--- config.mk ---
export PLATFORM = sky130hd
export DESIGN_NAME = imem_fetch_ctrl
export DESIGN_NICKNAME = d
export VERILOG_FILES = /design/src/rtl/imem_fetch_ctrl.sv
export SDC_FILE = /design/constraint.sdc
export NUM_CORES = 1
export LEC_CHECK = 0
export BUFFER_PORTS_ARGS = -buffer_cell sky130_fd_sc_hd__buf_4
export CAP_MARGIN = 20
export CORE_ASPECT_RATIO = 1.1
export CORE_MARGIN = 2
export CORE_UTILIZATION = 55
export CTS_CLUSTER_SIZE = 40
export DETAILED_ROUTE_END_ITERATION = 10
export GPL_ROUTABILITY_DRIVEN = 1
export GPL_TIMING_DRIVEN = 0
export PLACE_DENSITY_LB_ADDON = 0.1
export SLEW_MARGIN = 20
export SYNTH_ARGS = -nofsm -noshare
export SYNTH_HDL_FRONTEND = slang
export SYNTH_SLANG_ARGS = --single-unit
--- constraint.sdc ---
create_clock -name clk -period 10.49 [get_ports clk]
set_clock_uncertainty 0.05 [all_clocks]
set_input_delay 2.098 -clock clk [delete_from_list [all_inputs] [get_ports clk]]
set_output_delay 2.098 -clock clk [all_outputs]
set_load 0.005 [all_outputs]
--- src/rtl/imem_fetch_ctrl.sv ---
// Instruction-fetch sequencer: owns the PC, reads the instruction ROM, buffers {pc, word} pairs
// in a small queue for decode, and handles branch redirects and end-of-program halts.
module imem_fetch_ctrl #(
  parameter int              N            = 32,
  parameter int              AW           = 6,
  parameter int              PCW          = 64,
  parameter int              DEPTH        = 4,
  parameter logic [PCW-1:0]  RESET_PC     = '0,
  parameter bit              HALT_ON_ZERO = 1'b1
) (
  input  logic                       clk,
  input  logic                       reset_n,
  input  logic                       start,
  output logic [AW-1:0]              imem_addr,
  input  logic [N-1:0]               imem_q,
  input  logic                       redirect,
  input  logic [PCW-1:0]             redirect_pc,
  output logic                       inst_valid,
  output logic [N-1:0]               inst,
  output logic [PCW-1:0]             inst_pc,
  input  logic                       inst_ready,
  output logic                       halted,
  output logic                       fetch_fault,
  output logic [$clog2(DEPTH):0]     q_count
);

  localparam int PTRW = $clog2(DEPTH);
  localparam int CW   = PTRW + 1;

  typedef enum logic [1:0] {
    S_IDLE  = 2'd0,
    S_FETCH = 2'd1,
    S_HALT  = 2'd2
  } state_t;

  state_t          state, state_nxt;
  logic [PCW-1:0]  pc, pc_nxt;
  logic            fault_nxt;

  logic [N-1:0]    mem_inst [DEPTH];
  logic [PCW-1:0]  mem_pc   [DEPTH];
  logic [PTRW-1:0] rd_ptr, wr_ptr;
  logic [CW-1:0]   count;
  logic [N-1:0]    last_inst;
  logic [PCW-1:0]  last_pc;

  logic            push, pop, flush;
  logic            pc_legal, has_space, zero_word;

  assign imem_addr  = pc[AW+1:2];
  assign pc_legal   = (pc[1:0] == 2'b00) && (pc[PCW-1:AW+2] == '0);
  assign inst_valid = (count != '0);
  assign pop        = inst_valid && inst_ready;
  assign has_space  = (count < CW'(DEPTH)) || pop;
  assign zero_word  = HALT_ON_ZERO && (imem_q == '0);
  assign flush      = redirect && (state != S_IDLE);

  assign halted  = (state == S_HALT);
  assign q_count = count;

  // The head is read straight from the queue; once empty, the last shown head is held.
  assign inst    = inst_valid ? mem_inst[rd_ptr] : last_inst;
  assign inst_pc = inst_valid ? mem_pc[rd_ptr]   : last_pc;

  always_comb begin
    state_nxt = state;
    pc_nxt    = pc;
    fault_nxt = fetch_fault;
    push      = 1'b0;
    case (state)
      S_IDLE: begin
        if (redirect) pc_nxt = redirect_pc;
        if (start)    state_nxt = S_FETCH;
      end
      S_FETCH: begin
        if (redirect) begin
          pc_nxt    = redirect_pc;
          fault_nxt = 1'b0;
        end else if (!pc_legal) begin
          state_nxt = S_HALT;
          fault_nxt = 1'b1;
        end else if (has_space) begin
          // A zero word marks end of program: stop without queuing it.
          if (zero_word) begin
            state_nxt = S_HALT;
          end else begin
            push   = 1'b1;
            pc_nxt = pc + PCW'(4);
          end
        end
      end
      S_HALT: begin
        if (redirect) begin
          state_nxt = S_FETCH;
          pc_nxt    = redirect_pc;
          fault_nxt = 1'b0;
        end
      end
      default: state_nxt = S_IDLE;
    endcase
  end

  always_ff @(posedge clk or negedge reset_n) begin
    if (!reset_n) begin
      state       <= S_IDLE;
      pc          <= RESET_PC;
      fetch_fault <= 1'b0;
    end else begin
      state       <= state_nxt;
      pc          <= pc_nxt;
      fetch_fault <= fault_nxt;
    end
  end

  always_ff @(posedge clk or negedge reset_n) begin
    if (!reset_n) begin
      rd_ptr <= '0;
      wr_ptr <= '0;
      count  <= '0;
    end else if (flush) begin
      rd_ptr <= '0;
      wr_ptr <= '0;
      count  <= '0;
    end else begin
      if (push) wr_ptr <= wr_ptr + 1'b1;
      if (pop)  rd_ptr <= rd_ptr + 1'b1;
      count <= count + CW'(push) - CW'(pop);
    end
  end

  always_ff @(posedge clk or negedge reset_n) begin
    if (!reset_n) begin
      last_inst <= '0;
      last_pc   <= '0;
    end else if (inst_valid) begin
      last_inst <= mem_inst[rd_ptr];
      last_pc   <= mem_pc[rd_ptr];
    end
  end

  always_ff @(posedge clk) begin
    if (push) begin
      mem_inst[wr_ptr] <= imem_q;
      mem_pc[wr_ptr]   <= pc;
    end
  end

endmodule
-- Yosys cells after proc, flatten, opt, wreduce, memory -nomap -nowiden
Memories as Yosys holds them, arrays and structs flattened.
Cells that the tools add are included.
Widths: inputs -> output; s select.
- $add $sub $neg: 5
- $mul: 0
- div/mod/pow operators: 0
- order comparisons: 1
- equality and inequality tests: 12
- shifts and indexed selects: 0
- mux-type cells: 31
- bitwise logic cells: 0
- reductions and logical operators: 18
- operators by type and width (cell ; count):
    $mux 64 ; 6
    $pmux 64 s2 ; 1
    $add 64x3->64 const B ; 1
    $logic_not 56->1 ; 1
    $logic_not 32->1 ; 1
    $mux 32 ; 1
    $mux 2 ; 10
    $ne 3x3->1 const B ; 6
    $mux 1 ; 10
    $reduce_and 5->1 ; 2
    $reduce_bool 2->1 ; 5
    $ne 2x2->1 const B ; 3
    $pmux 2 s3 ; 1
    $add 2x1->2 const B ; 2
    $logic_not 2->1 ; 2
    $add 3x1->3 ; 1
    $logic_and 1x1->1 ; 3
    $lt 3x3->1 const B ; 1
    $mux 3 ; 1
    $reduce_and 3->1 ; 1
    $reduce_bool 3->1 ; 1
    $sub 3x1->3 ; 1
    $eq 2x1->1 const B ; 1
    $eq 2x2->1 const B ; 1
    4 further kinds ; 4
- flip-flop bits (word level): 170
- latch bits: 0
- RAM bits: 384
- ROM bits: 0
- bits of input ports: 101
- output and inout port bits: 108
- logic and storage cells: 77
- memories: 2
- memory list (name ; depth ; bits a word ; rd ports ; clocked after Yosys merged registers in ; wr ports ; RTL line ; text):
    mem_pc ; 4 ; 64 ; 1 ; 0 ; 1 ; 41 ; logic [PCW-1:0] mem_pc [DEPTH];
    mem_inst ; 4 ; 32 ; 1 ; 0 ; 1 ; 40 ; logic [N-1:0] mem_inst [DEPTH];

-- Logic depth before layout (Yosys ltp)
- depth after elaboration: 10
- depth in mapped cells: 13
- gate-level depth less buffers: 13

-- Least setup slack after synthesis
No wires, ideal clock.
- kind: input port to flip-flop
- start: input redirect
- end: memory mem_inst[0][0], enable pin
- setup time: 466 ps
- arrival: 4997 ps
- required time: 9974 ps
- slack: 4977 ps
- stages on the path: 3
- path buffers: 1
- cells stage by stage: clkbuf_1 nor4b_4 and2_1
- cells in the longest elaborated chain, start to end: 4
- RTL lines (element ; RTL line ; text):
    start: declaration ; 16 ; input logic redirect,
    $mux 1 ; 76 ; if (redirect) begin
    $mux 1 ; 70 ; case (state)
    $mux 1 ; 142 ; if (push) begin
    $mux 1 (not written as such) ; 143 ; mem_inst[wr_ptr] <= imem_q;
    end: declaration ; 40 ;
Every way passes these cells.

-- Worst setup path after layout
- start: register count[1] (netlist: q_count[1])
- end: output inst[29]
- cells in the longest elaborated chain, start to end: 2
- RTL lines (element ; RTL line ; text):
    start: declaration ; 43 ; logic [CW-1:0] count;
    start signal: assignment ; 127 ; count <= count + CW'(push) - CW'(pop);
    $reduce_bool 3->1 ; 52 ; assign inst_valid = (count != '0);
    $mux 32 ; -- ;
    end: declaration ; 19 ; output logic [N-1:0] inst,
Every way passes these cells.

==> out/qor.txt <==
ranking of synthesized cells by area = edfxtp_1 (54%), dfrtp_1 (20%), mux4_2 (10%), mux2_2 (5.1%), nand2_1 (1.8%)
Worst Tran Pin Value = 946 ps
FP Rows = 75
Setup CP Type = register to primary output
Worst path most repeated cell = clkbuf_1
routability cong. = 0.877
largest family of logic cells by synthesized area = multiplexers
synthesized instance count = 1152
worst path bufs/invs = 4
nets@finish = 1534
synthesized area per cell = 18.5 um^2
CTS max path bufs = 3
Power Total = 4.93 mW
maximum vdd drop = 0.000134 V
CP Cell Sequence = or3_1 > clkbuf_1 > clkbuf_1 > buf_1 > mux2_2 > buf_4
Crit path max-delay family = buffers and inverters
Starting Density = 55.8%
post-synthesis adder-cell area fraction = 0.506%
Period minus WS final = 5660 ps
Initial DRC Count = 997
top cells by count, synth = edfxtp_1 (384), dfrtp_1 (170), nand2_1 (100), mux2_2 (96), mux4_2 (96)
setup tns final = 0 ps
largest net degree at the start of global routing = 88
Synth cell types = 53
final number of max-transition violations = 0
vias in the first global route = 11800
CTS resizes = 0
fill count = 2599
Post-Layout Cell Count = 1970
post-synthesis mux area share = 15.4%
Die H = 210 um
Cells after DPL = 1869
gr usage total = 23.7%
first-pass GRT wire length = 70500 um
IO buf count = 207
clk slew on worst S/H paths = 60 ps
post-synthesis simple-gate area fraction = 5.11%
Die Wd = 191 um
Synth Net Count = 1261
Post-Synth XOR/XNOR Area = 0.453%
final setup violating endpoints = 0
I/O pin cnt = 209
Synth Area in Compound Gates = 2.80%
drt pass-1 iters = 5
count leader, synth = edfxtp_1
main flop type after synthesis = edfxtp_1
Post-CTS Setup Bufs = 0
register area share after synthesis = 74.2%
Post-synth ARST share = 30.7%
Clock Tree Root = clkbuf_16
Antenna diodes = 0
Inserted Clock Buffers = 54
drt via density = 5.83
startpoint type of the worst setup path = register
Largest stage delay, worst path = 630 ps
CP max FO = 10
Max Clk Rate = 177 MHz
Post-DRT Antenna Nets = 0
Synth top area share = 54.2%
# H-tree levels = 2
clock tree from TritonCTS = built
Crit. End Element = primary output
Rel. slew slack = 36.9%
Worst EP required = 8340 ps
cell area after synthesis = 21300 um^2
static leakage = 9.62 nW
Tcrit/Tclk final = 54.0%
post-synthesis register bit count = 554
cts-stage hold buffer count = 0
Residual DRC = 0
Arrival @ worst endpoint = 3520 ps
DR WL/cell = 23.6 um
layout cells sized above 1 = 34.8%
CTS Sinks = 554
largest area contributor in the netlist = edfxtp_1
RSZ-0062 raised after global routing = false
initial antenna violation count = 0
core box area = 38100 um^2
Yosys warning total = 0
outcome = finished clean
Worst Hold Class = register to register
Max-Cap Viols = 0
die area = 40300 um^2
via count = 11500
Worst path slowest cell = clkbuf_1
worst skew pair latency = 600 ps
Final Hold Viols = 0
Hold WS = 445 ps
DP HPWL = 30500 um
grt ovf = 0
Area growth, synth to finish = 19.5%
Total Wirelength = 46500 um
number of flops mapped to enable cells by yosys = 384
PD cells = 194 nW/um^2
==> power by group <==
group	switching [mW]	leakage, nW	internal, mW	total (mW)
Sequential	0.209	5.71	2.53	2.73
Clock	0.783	0.828	1.06	1.84
Combinational	0.205	3.08	0.152	0.357
==> path summary, 6_finish.rpt <==
kind / startpoint / end / slack, ps / cells past startpoint
max: q_count[1] / inst[29] / 4830 / 6
min: last_pc[60] / last_pc[60] / 440 / 1
max reg2reg: pc[1] / q_count[2] / 6380 / 13
min reg2reg: last_pc[60] / last_pc[60] / 440 / 1
max in group asynchronous: reset_n / pc[5] / 7990 / 3
min in group asynchronous: reset_n / last_inst[28] / 1260 / 1
==> cell usage in the layout (no fill, tap or decap), types with 14 or more instances in the layout <==
cell type  Yosys  final
nor4_1        23     23
mux4_2        96     96
clkbuf_1      40     60
nor2_1        33     33
edfxtp_1     384    384
nand2_1      100    100
o22a_1        14     14
o21ai_0       38     38
mux2_2        96     96
dfrtp_1      170    170
buf_4          6    212
clkbuf_16      0     55
==> final cells by class <==
type | count | area, um^2 | share of cell area, %
Inverter | 13 | 48.8 | 0.192
Sequential cell | 554 | 15800 | 62.1
Timing Repair Buffer | 217 | 1820 | 7.17
Buffer | 61 | 263 | 1.03
Clock buffer | 81 | 1530 | 6.04
Multi-Input combinational cell | 524 | 5180 | 20.4
Clock inverter | 20 | 149 | 0.586
Tap cell | 500 | 626 | 2.46
==> flip-flops by register name, indices dropped and copies added (netlist names) <==
name and cells:
pc 64, mem_pc 256, last_pc 64, state 2
wr_ptr 2, mem_inst 128, fetch_fault 1, rd_ptr 2
q_count 3, last_inst 32
==> through the flow <==
stage	setup slack [ps]	util [%]	cell area, um^2
floorplan	4980	-	21300
global placement	2640	61.5	23400
detailed placement	5350	62.3	23700
CTS	4730	66.7	25400
global route	4640	66.7	25400
finish	4830	66.7	25400
==> logic make-up (layout without fill, tap and decap cells) <==
kind of cell,Yosys count,after routing
AO/OA/AOI/OAI,91,91
flip-flops,554,554
multiplexers,196,196
buffers and inverters,74,392
AND/OR/NAND/NOR,218,218
XOR/XNOR,11,11
adder cells (fa/ha/maj),8,8
==> metal layers <==
layer,vias to the layer above,track usage [%],wire (um)
met5,-,0,0
met4,0,7.45,1300
met3,80,4.91,3140
met2,414,38.2,22700
met1,5947,33.1,19400
li1,5051,-,-
Power figures use the tool's default switching activity.
